===== src/rtl/mmio_store_monitor.sv =====
// Passive snoop of core MMIO stores into a small event FIFO.
// Tracks run/halt/done and counts captured and dropped stores.
module mmio_store_monitor #(
    parameter int          DEPTH     = 8,
    parameter logic [31:0] HALT_ADDR = 32'h00000FFC
) (
    input  logic        clk,
    input  logic        reset,
    input  logic [31:0] address,
    input  logic [31:0] data_out,
    input  logic [3:0]  byte_enable,
    input  logic        we,
    output logic        ev_valid,
    input  logic        ev_ready,
    output logic [31:0] ev_addr,
    output logic [31:0] ev_data,
    output logic [3:0]  ev_be,
    output logic [31:0] store_count,
    output logic [15:0] drop_count,
    output logic        halted,
    output logic        done
);

    localparam int AW = $clog2(DEPTH);
    localparam int EW = 68;
    localparam logic [AW:0] PTR_ONE = {{AW{1'b0}}, 1'b1};

    typedef enum logic [1:0] {
        RUN  = 2'd0,
        HALT = 2'd1,
        DONE = 2'd2
    } state_t;

    state_t      state;
    logic [AW:0] wr_ptr;
    logic [AW:0] rd_ptr;
    logic [EW-1:0] mem [DEPTH];
    logic [EW-1:0] head;

    logic empty;
    logic full;
    logic capture;
    logic pop;
    logic push;
    logic drop;

    // Extra pointer MSB separates full from empty when indices match
    assign empty = (wr_ptr == rd_ptr);
    assign full  = (wr_ptr[AW] != rd_ptr[AW]) &&
                   (wr_ptr[AW-1:0] == rd_ptr[AW-1:0]);

    assign capture = we && address[11] && (state != DONE);
    assign pop     = ev_valid && ev_ready;
    assign push    = capture && (!full || pop);
    assign drop    = capture && full && !pop;

    assign ev_valid = !empty;
    assign head     = mem[rd_ptr[AW-1:0]];
    assign ev_addr  = head[67:36];
    assign ev_data  = head[35:4];
    assign ev_be    = head[3:0];

    always_ff @(posedge clk) begin
        if (push && !reset) begin
            mem[wr_ptr[AW-1:0]] <= {address, data_out, byte_enable};
        end
    end

    always_ff @(posedge clk) begin
        if (reset) begin
            wr_ptr      <= '0;
            rd_ptr      <= '0;
            store_count <= '0;
            drop_count  <= '0;
        end else begin
            if (push) begin
                wr_ptr      <= wr_ptr + PTR_ONE;
                store_count <= store_count + 32'd1;
            end
            if (pop) begin
                rd_ptr <= rd_ptr + PTR_ONE;
            end
            if (drop && (drop_count != 16'hFFFF)) begin
                drop_count <= drop_count + 16'd1;
            end
        end
    end

    always_ff @(posedge clk) begin
        if (reset) begin
            state  <= RUN;
            halted <= 1'b0;
            done   <= 1'b0;
        end else begin
            unique case (state)
                RUN: begin
                    if (address == HALT_ADDR) begin
                        state  <= HALT;
                        halted <= 1'b1;
                    end
                end
                HALT: begin
                    if (empty && !push) begin
                        state <= DONE;
                        done  <= 1'b1;
                    end
                end
                DONE: begin
                    state <= DONE;
                end
                default: begin
                    state  <= RUN;
                    halted <= 1'b0;
                    done   <= 1'b0;
                end
            endcase
        end
    end

endmodule


===== config.mk =====
export PLATFORM = sky130hd
export DESIGN_NAME = mmio_store_monitor
export DESIGN_NICKNAME = d
export VERILOG_FILES = /design/src/rtl/mmio_store_monitor.sv
export SDC_FILE = /design/constraint.sdc
export NUM_CORES = 1
export LEC_CHECK = 0
export ABC_CLOCK_PERIOD_IN_PS = 17390
export BUFFER_PORTS_ARGS = -buffer_cell sky130_fd_sc_hd__clkbuf_2
export CORE_MARGIN = 2
export CORE_UTILIZATION = 40
export CTS_CLUSTER_SIZE = 25
export DETAILED_ROUTE_END_ITERATION = 12
export SYNTH_ARGS = -nofsm -noshare
export SYNTH_HDL_FRONTEND = slang
export SYNTH_SLANG_ARGS = --single-unit
export TNS_END_PERCENT = 5

===== constraint.sdc =====
create_clock -name clk -period 17.39 [get_ports clk]
set_input_delay 4.3475 -clock clk [delete_from_list [all_inputs] [get_ports clk]]
set_output_delay 4.3475 -clock clk [all_outputs]
set_load 0.02 [all_outputs]

==> out/qor_table.md, run 1 <==
| Result | Value |
|:---|:---|
| Fill count | 4864 |
| Main synth FF type | sky130_fd_sc_hd__edfxtp_1 |
| Static power due to leakage | 8.79 nW |
| Worst hold slack after final layout | 491 ps |
| Upper clock frequency limit | 130 MHz |
| Rel. slew slack | 0.404 |
| RSZ-0062 raised after global routing | no |
| Max-cap check violation count | 0 |
| GRT overflow | 0 |
| Longest Clk Path Bufs | 3 |
| Area of placed instances | 25300 sq um |
| Mapped cell area | 23300 sq um |
| Area of the die | 60300 sq um |
| Number of rows in the core area | 88 |
| Hold crit path type | flop to flop |
| Crit path required time | 13040 ps |
| Number of warning messages in the yosys log | 0 |
| Final std cells w/o fill | 2175 |
| Area contributors post-synth | sky130_fd_sc_hd__edfxtp_1, sky130_fd_sc_hd__mux4_2, sky130_fd_sc_hd__dfxtp_1, sky130_fd_sc_hd__mux2_2, sky130_fd_sc_hd__xor2_1 |
| Crit Path Max Fanout | 104 |
| Clk Tree Root Cell | sky130_fd_sc_hd__clkbuf_16 |
| Post-detailed-placement half-perimeter wirelength | 27.2 mm |
| Arrival time reported for the critical path endpoint | 3340 ps |
| Wire per inst | 22.3 um |
| Final layout net count | 1441 |
| Global-route total usage across every layer | 0.163 |
| Number of top-level design ports | 191 |
| Initial Utilization | 0.405 |
| Sum of negative setup slack | 0 ps |
| Number of vias after detailed routing | 11400 |
| Initial antenna violation count | 6 |
| Die W | 246 um |
| Die Span Y | 246 um |
| TritonCTS buffer count | 61 |
| Proportion of synthesized chip area in sequential cells | 0.754 |
| H-tree level count | 2 |
| # resized after CTS | 0 |
| TritonCTS clock tree | done |
| Distinct cell type count of the synthesized netlist | 43 |
| EDFF count, synth | 544 |
| Post-synthesis net count | 1219 |
| Starting DRT DRC Count | 701 |
| Final worst-path cycle share | 0.442 |
| Count of hold buffers inserted by post-cts repair | 0 |
| Kind of capture point of the worst setup path | output pin |
| Via count normalized by instance count | 5.23 |
| Most frequent cells in the layout | sky130_fd_sc_hd__edfxtp_1, sky130_fd_sc_hd__clkbuf_2, sky130_fd_sc_hd__mux4_2 |
| Run status | completed |
| VDD IR max | 0.0879 mV |
| Number of placed instances, taps included | 2064 |
| Utilization of the core after routing | 0.473 |
| Fraction of synthesis flops using an asynchronous set or reset pin | 0 |
| Worst setup SP type | flop |
| Leading cell type in the layout, fill and taps excluded | sky130_fd_sc_hd__edfxtp_1 |
| Global-route wire length before repair | 74.0 mm |
| Detailed-route DRC error count | 0 |
| Clock-pin transition on the worst setup and hold timing paths | 60 ps |
| Number of I/O port buffers | 190 |
| Final hold violation count | 0 |
| Final instance area | 27300 sq um |
| Synthesized netlist cell count | 1140 |
| Max-slew violation count | 0 |
| Maximum number of pins on one net before global-route repair | 105 |
| Post-route antenna net violation count | 0 |
| Vias in the first global route | 12200 |
| Clock tree sinks | 607 |
| Minimum clock period after layout | 7690 ps |
| Synth-to-layout area growth | 16.8% |
| Flip-flop and latch count after synthesis | 607 |
| Count of endpoints failing setup in the final report | 0 |
| Clock skew | 17.4 ps |
| Share of the synthesized area in the top cell type | 0.700 |
| Fraction of layout cells with a size suffix above 1 | 0.371 |
| Power density over the cells | 117 nW/um^2 |
| N_diodes | 0 |
| Latest clock arrival within the worst-skew pair | 630 ps |
| Post-detailed-routing wire length | 48.4 mm |
| Post CTS Setup Buffer Count | 0 |
| Synthesized area divided by synthesized cell count | 20.5 sq um |
| Transition at the pin with the smallest max-transition slack | 893 ps |
| Critical path class | flop to output pin |
| Number of iterations in the first detailed-routing pass | 5 |
| Routability cong. | 0.726 |
| Core Box Area | 57700 sq um |
| Largest area contributor in the netlist | sky130_fd_sc_hd__edfxtp_1 |
==> where the power goes <==
part           switching [mW]  internal [mW]  leakage [nW]  total [mW]
Combinational           0.142          0.129          2.39       0.272
Clock                   0.542          0.777         0.988        1.32
Sequential             0.0163           1.60          5.41        1.61
Total                   0.701           2.50          8.79        3.20
==> final timing paths <==
kind | to | depth (start not counted) | slack (ps) | startpoint
max reg2reg | mem[7][37] | 6 | 13740 | wr_ptr[0]
min | drop_count[1] | 2 | 490 | drop_count[1]
max | ev_data[4] | 4 | 9700 | flop
min reg2reg | drop_count[1] | 2 | 490 | drop_count[1]
==> cell families (layout without fill, tap and decap cells) <==
kind of cell,count (synthesis),count (layout),synth area share
XOR/XNOR,54,54,0.0209
buffers and inverters,56,326,0.0101
flip-flops,607,607,0.754
AND/OR/NAND/NOR,191,191,0.0416
AO/OA/AOI/OAI,21,21,0.00595
multiplexers,204,204,0.164
adder cells (fa/ha/maj),7,7,0.00375
==> stage by stage <==
| stage | setup WS [ps] | total power [mW] |
|---|---|---|
| floorplan | 7040 | 1.84 |
| global placement | 9840 | 1.92 |
| detailed placement | 9750 | 1.92 |
| CTS | 9550 | 3.25 |
| global route | 9390 | 3.32 |
| finish | 9700 | 3.20 |
==> Yosys cell counts (3+ instances only) <==
cell type                  number
sky130_fd_sc_hd__a21oi_1       10
sky130_fd_sc_hd__and2_1         5
sky130_fd_sc_hd__and3_1         9
sky130_fd_sc_hd__buf_1          4
sky130_fd_sc_hd__buf_2         15
sky130_fd_sc_hd__clkbuf_1      28
sky130_fd_sc_hd__dfxtp_1       63
sky130_fd_sc_hd__edfxtp_1     544
sky130_fd_sc_hd__ha_1           7
sky130_fd_sc_hd__inv_1          7
sky130_fd_sc_hd__mux2_2        68
sky130_fd_sc_hd__mux4_2       136
sky130_fd_sc_hd__nand2_1       28
sky130_fd_sc_hd__nand3_1       22
sky130_fd_sc_hd__nand3b_1       3
sky130_fd_sc_hd__nand4_1       23
sky130_fd_sc_hd__nor2_1        65
sky130_fd_sc_hd__nor3_1        11
sky130_fd_sc_hd__nor3_2         3
sky130_fd_sc_hd__nor4_1         5
sky130_fd_sc_hd__o21ai_1        3
sky130_fd_sc_hd__or3_1          3
sky130_fd_sc_hd__xnor2_1       18
sky130_fd_sc_hd__xor2_1        34
==> final cells by class <==
type,instances,area [sq um],share of cell area
Clock buffer,69,1560,0.0571
Clock inverter,42,463,0.0170
Inverter,7,26.3,0.000963
Multi-Input combinational cell,477,5570,0.204
Sequential cell,607,17600,0.645
Tap cell,765,957,0.0351
Timing Repair Buffer,208,1100,0.0403
==> critical path: stages (launching register included) <==
cell and delay (ps):
sky130_fd_sc_hd__dfxtp_4 810, sky130_fd_sc_hd__buf_12 740, sky130_fd_sc_hd__mux4_2 610, sky130_fd_sc_hd__mux2_2 320, sky130_fd_sc_hd__clkbuf_2 170
==> per-layer routing <==
layer	track usage	vias to the layer above	part of all wire
met3	0.0334	65	0.057
met1	0.220	5958	0.43
met5	0	-	0.0013
met4	0.0417	10	0.016
li1	-	5071	-
met2	0.271	270	0.49
==> sequential cells by signal, indices dropped and copies added (netlist names), named ones only <==
name and count:
done 1, drop_count 16, halted 1, mem 544, rd_ptr 4, state 2, store_count 32, wr_ptr 4
Note: power is estimated with default switching activity, not from simulation.
==> inputs of run 2 (changes only) <==
--- a/config.mk
+++ b/config.mk
@@ -5,7 +5,7 @@
 export SDC_FILE = /design/constraint.sdc
 export NUM_CORES = 1
 export LEC_CHECK = 0
-export ABC_CLOCK_PERIOD_IN_PS = 17390
+export ABC_CLOCK_PERIOD_IN_PS = 7500
 export BUFFER_PORTS_ARGS = -buffer_cell sky130_fd_sc_hd__clkbuf_2
 export CORE_MARGIN = 2
 export CORE_UTILIZATION = 40
==> constraint.sdc (replaced) <==
create_clock -name clk -period 7.5 [get_ports clk]
set_input_delay 1.875 -clock clk [delete_from_list [all_inputs] [get_ports clk]]
set_output_delay 1.875 -clock clk [all_outputs]
set_load 0.02 [all_outputs]
==> run 2 against run 1 <==
Total power grew 130%. Largest cell class unchanged. Clock skew shrank 2.4 ps. Register-to-register slack lost 9800 ps. Combinational power grew 130%. Critical path depth is the same. Largest power group unchanged. Sequential power grew 130%. Via count grew 0.44%. Hold slack gained 6.7 ps.
==> out/qor_table.md, run 2 (synthesis results as in run 1) <==
| Result | Value | vs previous |
|:---|:---|:---|
| Run status | completed |  |
| Startpoint of the lowest-slack register-to-register path | wr_ptr[0] |  |
| Number of iterations in the first detailed-routing pass | 4 | -1 |
| Number of vias after detailed routing | 11400 | +0.44% |
| Leading cell type in the layout, fill and taps excluded | sky130_fd_sc_hd__edfxtp_1 |  |
| Crit path required time | 5620 ps | -7420 ps |
| Transition at the pin with the smallest max-transition slack | 1140 ps | +249 ps |
| Final worst-path cycle share | 0.706 |  |
| Fill count | 4803 | -1.3% |
| Number of rows in the core area | 88 | unchanged |
| Kind of capture point of the worst setup path | output pin |  |
| Crit Path Max Fanout | 48 | -54% |
| RSZ-0062 raised after global routing | no |  |
| Synth-to-layout area growth | 16.9% | about the same |
| Starting DRT DRC Count | 728 | +3.9% |
| Vias in the first global route | 12000 | -1.3% |
| TritonCTS clock tree | done |  |
| Global-route total usage across every layer | 0.161 | -0.00155 |
| Worst setup SP type | flop |  |
| Static power due to leakage | 8.78 nW | -0.10% |
| Detailed-route DRC error count | 0 | unchanged |
| Clock tree sinks | 607 | unchanged |
| Post-detailed-placement half-perimeter wirelength | 27.2 mm | +0.16% |
| Initial Utilization | 0.405 | unchanged |
| Sum of negative setup slack | 0 ps | unchanged |
| Area of the die | 60300 sq um | unchanged |
| Clock skew | 15.1 ps | -2.36 ps |
| Count of hold buffers inserted by post-cts repair | 0 | unchanged |
| Most frequent cells in the layout | sky130_fd_sc_hd__edfxtp_1, sky130_fd_sc_hd__clkbuf_2, sky130_fd_sc_hd__mux4_2 |  |
| Arrival time reported for the critical path endpoint | 3420 ps | +80 ps |
| Routability cong. | 0.746 | +2.7% |
| Post-route antenna net violation count | 0 | unchanged |
| Count of endpoints failing setup in the final report | 0 | unchanged |
| Clock-pin transition on the worst setup and hold timing paths | 60 ps | about the same |
| Clk Tree Root Cell | sky130_fd_sc_hd__clkbuf_16 |  |
| Die W | 246 um | unchanged |
| Upper clock frequency limit | 189 MHz |  |
| Post CTS Setup Buffer Count | 0 | unchanged |
| Global-route wire length before repair | 73.4 mm | -0.82% |
| Critical path class | flop to output pin |  |
| Number of flip-flops under the largest register name | 544 | unchanged |
| H-tree level count | 2 | unchanged |
| Hold crit path type | flop to flop |  |
| TritonCTS buffer count | 61 | unchanged |
| Initial antenna violation count | 7 | +1 |
| Post-detailed-routing wire length | 47.9 mm | -1.1% |
| Via count normalized by instance count | 5.24 | +0.26% |
| Core Box Area | 57700 sq um | unchanged |
| N_diodes | 0 | unchanged |
| Launch point of the worst hold path | drop_count[1] |  |
| Max-cap check violation count | 0 | unchanged |
| Longest Clk Path Bufs | 3 | unchanged |
| Fraction of layout cells with a size suffix above 1 | 0.373 | +0.00249 |
| Number of top-level design ports | 191 | unchanged |
| Power density over the cells | 271 nW/um^2 | +130% |
| Die Span Y | 246 um | unchanged |
| Max-slew violation count | 0 | unchanged |
| Number of I/O port buffers | 190 | unchanged |
| Latest clock arrival within the worst-skew pair | 620 ps | about the same |
| GRT overflow | 0 | unchanged |
| Final hold violation count | 0 | unchanged |
| Rel. slew slack | 0.236 | -0.168 |
| Minimum clock period after layout | 5300 ps |  |
| Maximum number of pins on one net before global-route repair | 104 | -0.95% |
| Final layout net count | 1443 | +0.14% |
| Utilization of the core after routing | 0.473 | about the same |
| # resized after CTS | 0 | unchanged |
| Wire per inst | 22.0 um | -1.3% |
| VDD IR max | 0.176 mV | +100% |
==> run 2: cell types whose count changed in the layout (fill, tap and decap cells not counted), sizes merged <==
cell | previous run | this run
buf | 18 | 20
clkinvlp | 3 | 5
clkinv | 26 | 28
bufinv | 9 | 7
==> run 2: per-layer routing <==
layer  part of all wire  GRT usage
met1               0.43      0.215
met2               0.49      0.266
met3              0.062     0.0425
met4              0.017     0.0371
met5             0.0020          0
==> run 2: metrics by stage <==
| stage | power [mW] | cell area, sq um | instances | worst slack [ps] | hold WS [ps] |
|---|---|---|---|---|---|
| after detailed placement | 4.47 | 25300 | 2066 | 2490 | 483 |
| after CTS | 7.50 | 27300 | 2179 | 2020 | 492 |
| after global placement | 4.46 | 25300 | 2066 | 2540 | 488 |
| final | 7.40 | 27300 | 2179 | 2200 | 497 |
| after floorplan | 4.26 | 23400 | 1140 | -198 | 480 |
| after global routing | 7.67 | 27300 | 2179 | 1880 | 520 |
==> run 2: area by class of cell <==
type	instances	area [sq um]	share of cell area
clock buffers	69	1560	0.0570
clock inverters	44	437	0.0160
inverters	7	26.3	0.000963
multi-input cells	477	5580	0.204
flip-flops and latches	607	17600	0.645
well taps	765	957	0.0351
repair buffers	210	1130	0.0413
==> run 2: final timing paths <==
| kind | end | depth (start not counted) | slack [ps] |
|---|---|---|---|
| min reg2reg | drop_count[1] | 2 | 500 |
| max | ev_addr[5] | 4 | 2200 |
| max reg2reg | mem[6][55] | 6 | 3960 |
| min | drop_count[1] | 2 | 500 |
==> run 2: worst max-delay path, stage by stage (launching register included) <==
cell and delay [ps]:
sky130_fd_sc_hd__dfxtp_4 1090, sky130_fd_sc_hd__buf_4 630, sky130_fd_sc_hd__mux4_2 580, sky130_fd_sc_hd__mux2_2 310, sky130_fd_sc_hd__clkbuf_2 170
==> run 2: power by group <==
part	switching [mW]	internal, mW	leakage (nW)
clock network	1.28	1.74	0.969
logic	0.325	0.302	2.40
registers	0.0493	3.70	5.41
==> inputs of run 3 (changes only) <==
--- a/config.mk
+++ b/config.mk
@@ -5,7 +5,7 @@
 export SDC_FILE = /design/constraint.sdc
 export NUM_CORES = 1
 export LEC_CHECK = 0
-export ABC_CLOCK_PERIOD_IN_PS = 7500
+export ABC_CLOCK_PERIOD_IN_PS = 5300
 export BUFFER_PORTS_ARGS = -buffer_cell sky130_fd_sc_hd__clkbuf_2
 export CORE_MARGIN = 2
 export CORE_UTILIZATION = 40
==> constraint.sdc (replaced) <==
create_clock -name clk -period 5.3 [get_ports clk]
set_input_delay 1.325 -clock clk [delete_from_list [all_inputs] [get_ports clk]]
set_output_delay 1.325 -clock clk [all_outputs]
set_load 0.02 [all_outputs]
==> run 3 against run 2 <==
Register-to-register slack got worse by 1800 ps. Sequential power increased by 41%. Clock power increased by 30%. Clock skew increased by 21 ps. Sequential cell count unchanged. Wire length decreased by 0.78%. Via count about the same. Cell count decreased by 0.32%.
==> out/qor_table.md, run 3 (synthesis results as in run 1) <==
| Result | Value | vs previous |
|:---|:---|:---|
| Latest clock arrival within the worst-skew pair | 620 ps | about the same |
| Global-route total usage across every layer | 0.160 | -0.00177 |
| Worst R2R Path Depth | 7 | +1 |
| Power density over the cells | 373 nW/um^2 | +38% |
| Number of top-level design ports | 191 | unchanged |
| Post-place setup slack | 1270 ps | -1220 ps |
| Starting DRT DRC Count | 699 | -4.0% |
| Final worst-path cycle share | 0.795 |  |
| Post-detailed-placement half-perimeter wirelength | 27.5 mm | +1.0% |
| Post-route antenna net violation count | 0 | unchanged |
| Fraction of layout cells with a size suffix above 1 | 0.363 | -0.0102 |
| Max-slew violation count | 0 | unchanged |
| Initial Utilization | 0.405 | unchanged |
| Net switching share of the total power | 0.221 | -0.00253 |
| Crit Path Max Fanout | 38 | -21% |
| Longest Clk Path Bufs | 3 | unchanged |
| Multi-input gate area in the final layout | 5580 sq um | unchanged |
| VDD IR max | 0.317 mV | +81% |
| TritonCTS clock tree | done |  |
| Sum of negative setup slack | 0 ps | unchanged |
| Hold crit path type | flop to flop |  |
| Maximum number of pins on one net before global-route repair | 74 | -29% |
| Synth-to-layout area growth | 16.6% |  |
| N_diodes | 0 | unchanged |
| Reg-to-reg setup timing slack | 2210 ps | -1750 ps |
| H-tree level count | 2 | unchanged |
| Number of placed instances, taps included | 2067 | +0.048% |
| Count of endpoints failing setup in the final report | 0 | unchanged |
| Flop pwr share | 0.523 | +0.016 |
| Startpoint of the lowest-slack register-to-register path | state[0] |  |
| Fill count | 4886 | +1.7% |
| Most frequent cells in the layout | sky130_fd_sc_hd__edfxtp_1, sky130_fd_sc_hd__clkbuf_2, sky130_fd_sc_hd__mux4_2 |  |
| Transition at the pin with the smallest max-transition slack | 879 ps | -263 ps |
| Minimum clock period after layout | 4210 ps |  |
| Worst setup SP type | flop |  |
| Rel. slew slack | 0.414 | +0.177 |
| Max-cap check violation count | 0 | unchanged |
| Leading cell type in the layout, fill and taps excluded | sky130_fd_sc_hd__edfxtp_1 |  |
| Final hold violation count | 0 | unchanged |
| Area of the die | 60300 sq um | unchanged |
| Via count normalized by instance count | 5.26 | +0.30% |
| CP endpoint | ev_addr[10] |  |
| Global-route wire length before repair | 72.6 mm | -1.2% |
| TritonCTS buffer count | 59 | -3.3% |
| Initial antenna violation count | 9 | +2 |
| Die Span Y | 246 um | unchanged |
| GRT overflow | 0 | unchanged |
| Endpoint of the worst register-to-register path | mem[3][56] |  |
| Arrival time reported for the critical path endpoint | 2890 ps | -530 ps |
| Die W | 246 um | unchanged |
| Worst hold slack after final layout | 507 ps | +9.49 ps |
| Kind of capture point of the worst setup path | output pin |  |
| Number of I/O port buffers | 190 | unchanged |
| Final layout net count | 1442 | -0.069% |
| Net switching power | 2.24 mW | +36% |
| Number of rows in the core area | 88 | unchanged |
| Wire per inst | 21.9 um | -0.46% |
| Critical path class | flop to output pin |  |
| Register area | 17600 sq um | unchanged |
| Relative contribution of combinational cells to total power | 0.091 | +0.006 |
| Clock-pin transition on the worst setup and hold timing paths | 60 ps | about the same |
| Vias in the first global route | 12100 | +0.24% |
| # resized after CTS | 0 | unchanged |
| Clock tree sinks | 607 | unchanged |
| Detailed-route DRC error count | 0 | unchanged |
| Worst-case setup margin in the final layout | 1090 ps | -1120 ps |
| Count of hold buffers inserted by post-cts repair | 0 | unchanged |
| Number of vias after detailed routing | 11400 | -0.018% |
| Final std cells w/o fill | 2172 | -0.32% |
| Static power due to leakage | 8.71 nW | -0.73% |
| Core Box Area | 57700 sq um | unchanged |
| Routability cong. | 0.734 | -1.6% |
| Number of iterations in the first detailed-routing pass | 4 | unchanged |
| RSZ-0062 raised after global routing | no |  |
| Post-detailed-routing wire length | 47.5 mm | -0.78% |
| Run status | completed |  |
| Crit path required time | 3970 ps | -1650 ps |
| Clk Tree Root Cell | sky130_fd_sc_hd__clkbuf_16 |  |
| Post CTS Setup Buffer Count | 0 | unchanged |
| Share of power burned in the clock network | 0.386 | -0.022 |
| Number of flip-flops under the largest register name | 544 | unchanged |
| Pint | 7.91 mW | +38% |
| Upper clock frequency limit | 237 MHz |  |
| Clock skew | 36.3 ps | +21.3 ps |
[run 3: cell count changes in the layout (fill, tap and decap cells not counted), sizes merged]
cell / change
clkinvlp: -4
bufinv: -4
buf: +1
inv: -4
clkinv: -3
clkbuf: +7
[run 3: layer usage]
| metal | up-vias | track usage | routed length [um] |
|---|---|---|---|
| met5 | - | 0 | 106 |
| li1 | 5071 | - | - |
| met2 | 263 | 0.263 | 23100 |
| met1 | 5988 | 0.208 | 20000 |
| met3 | 82 | 0.0481 | 3340 |
| met4 | 18 | 0.0396 | 962 |
[run 3: power by group through the flow]
stage / clock [mW] / sequential (mW) / combinational, mW
2_1_floorplan: 0 / 5.36 / 0.671
3_3_place_gp: 0 / 5.41 / 0.941
4_1_cts: 4.01 / 5.31 / 0.951
5_1_grt: 4.20 / 5.31 / 1.00
3_5_place_dp: 0 / 5.41 / 0.947
6_report: 3.92 / 5.30 / 0.924
[run 3: how the worst min path moves through the flow]
| stage | startpoint | to | cells after the start |
|---|---|---|---|
| 2_1_floorplan | state[1] | state[1] | 2 |
| 3_3_place_gp | drop_count[15] | drop_count[15] | 2 |
| 3_5_place_dp | drop_count[15] | drop_count[15] | 2 |
| 4_1_cts | drop_count[15] | drop_count[15] | 2 |
| 5_1_grt | drop_count[9] | drop_count[9] | 2 |
| 6_report | drop_count[15] | drop_count[15] | 2 |
[run 3: per-stage QoR]
stage	cell area [sq um]	power [mW]	util
2_1_floorplan	23400	6.03	-
3_3_place_gp	25400	6.35	0.440
3_5_place_dp	25400	6.36	0.440
4_1_cts	27200	10.3	0.472
5_1_grt	27200	10.5	0.472
6_report	27200	10.1	0.472
[run 3: cell type report]
cell class / count / area share
Sequential cell: 607 / 0.647
Timing Repair Buffer: 211 / 0.0458
Clock inverter: 29 / 0.00883
Clock buffer: 76 / 0.0574
Multi-Input combinational cell: 477 / 0.205
Inverter: 7 / 0.000965
Tap cell: 765 / 0.0352
[run 3: critical path, stage by stage, from the launching register on]
cell and delay [ps]:
sky130_fd_sc_hd__dfxtp_4 920, sky130_fd_sc_hd__buf_12 300, sky130_fd_sc_hd__mux4_2 540, sky130_fd_sc_hd__mux2_2 320, sky130_fd_sc_hd__clkbuf_2 170
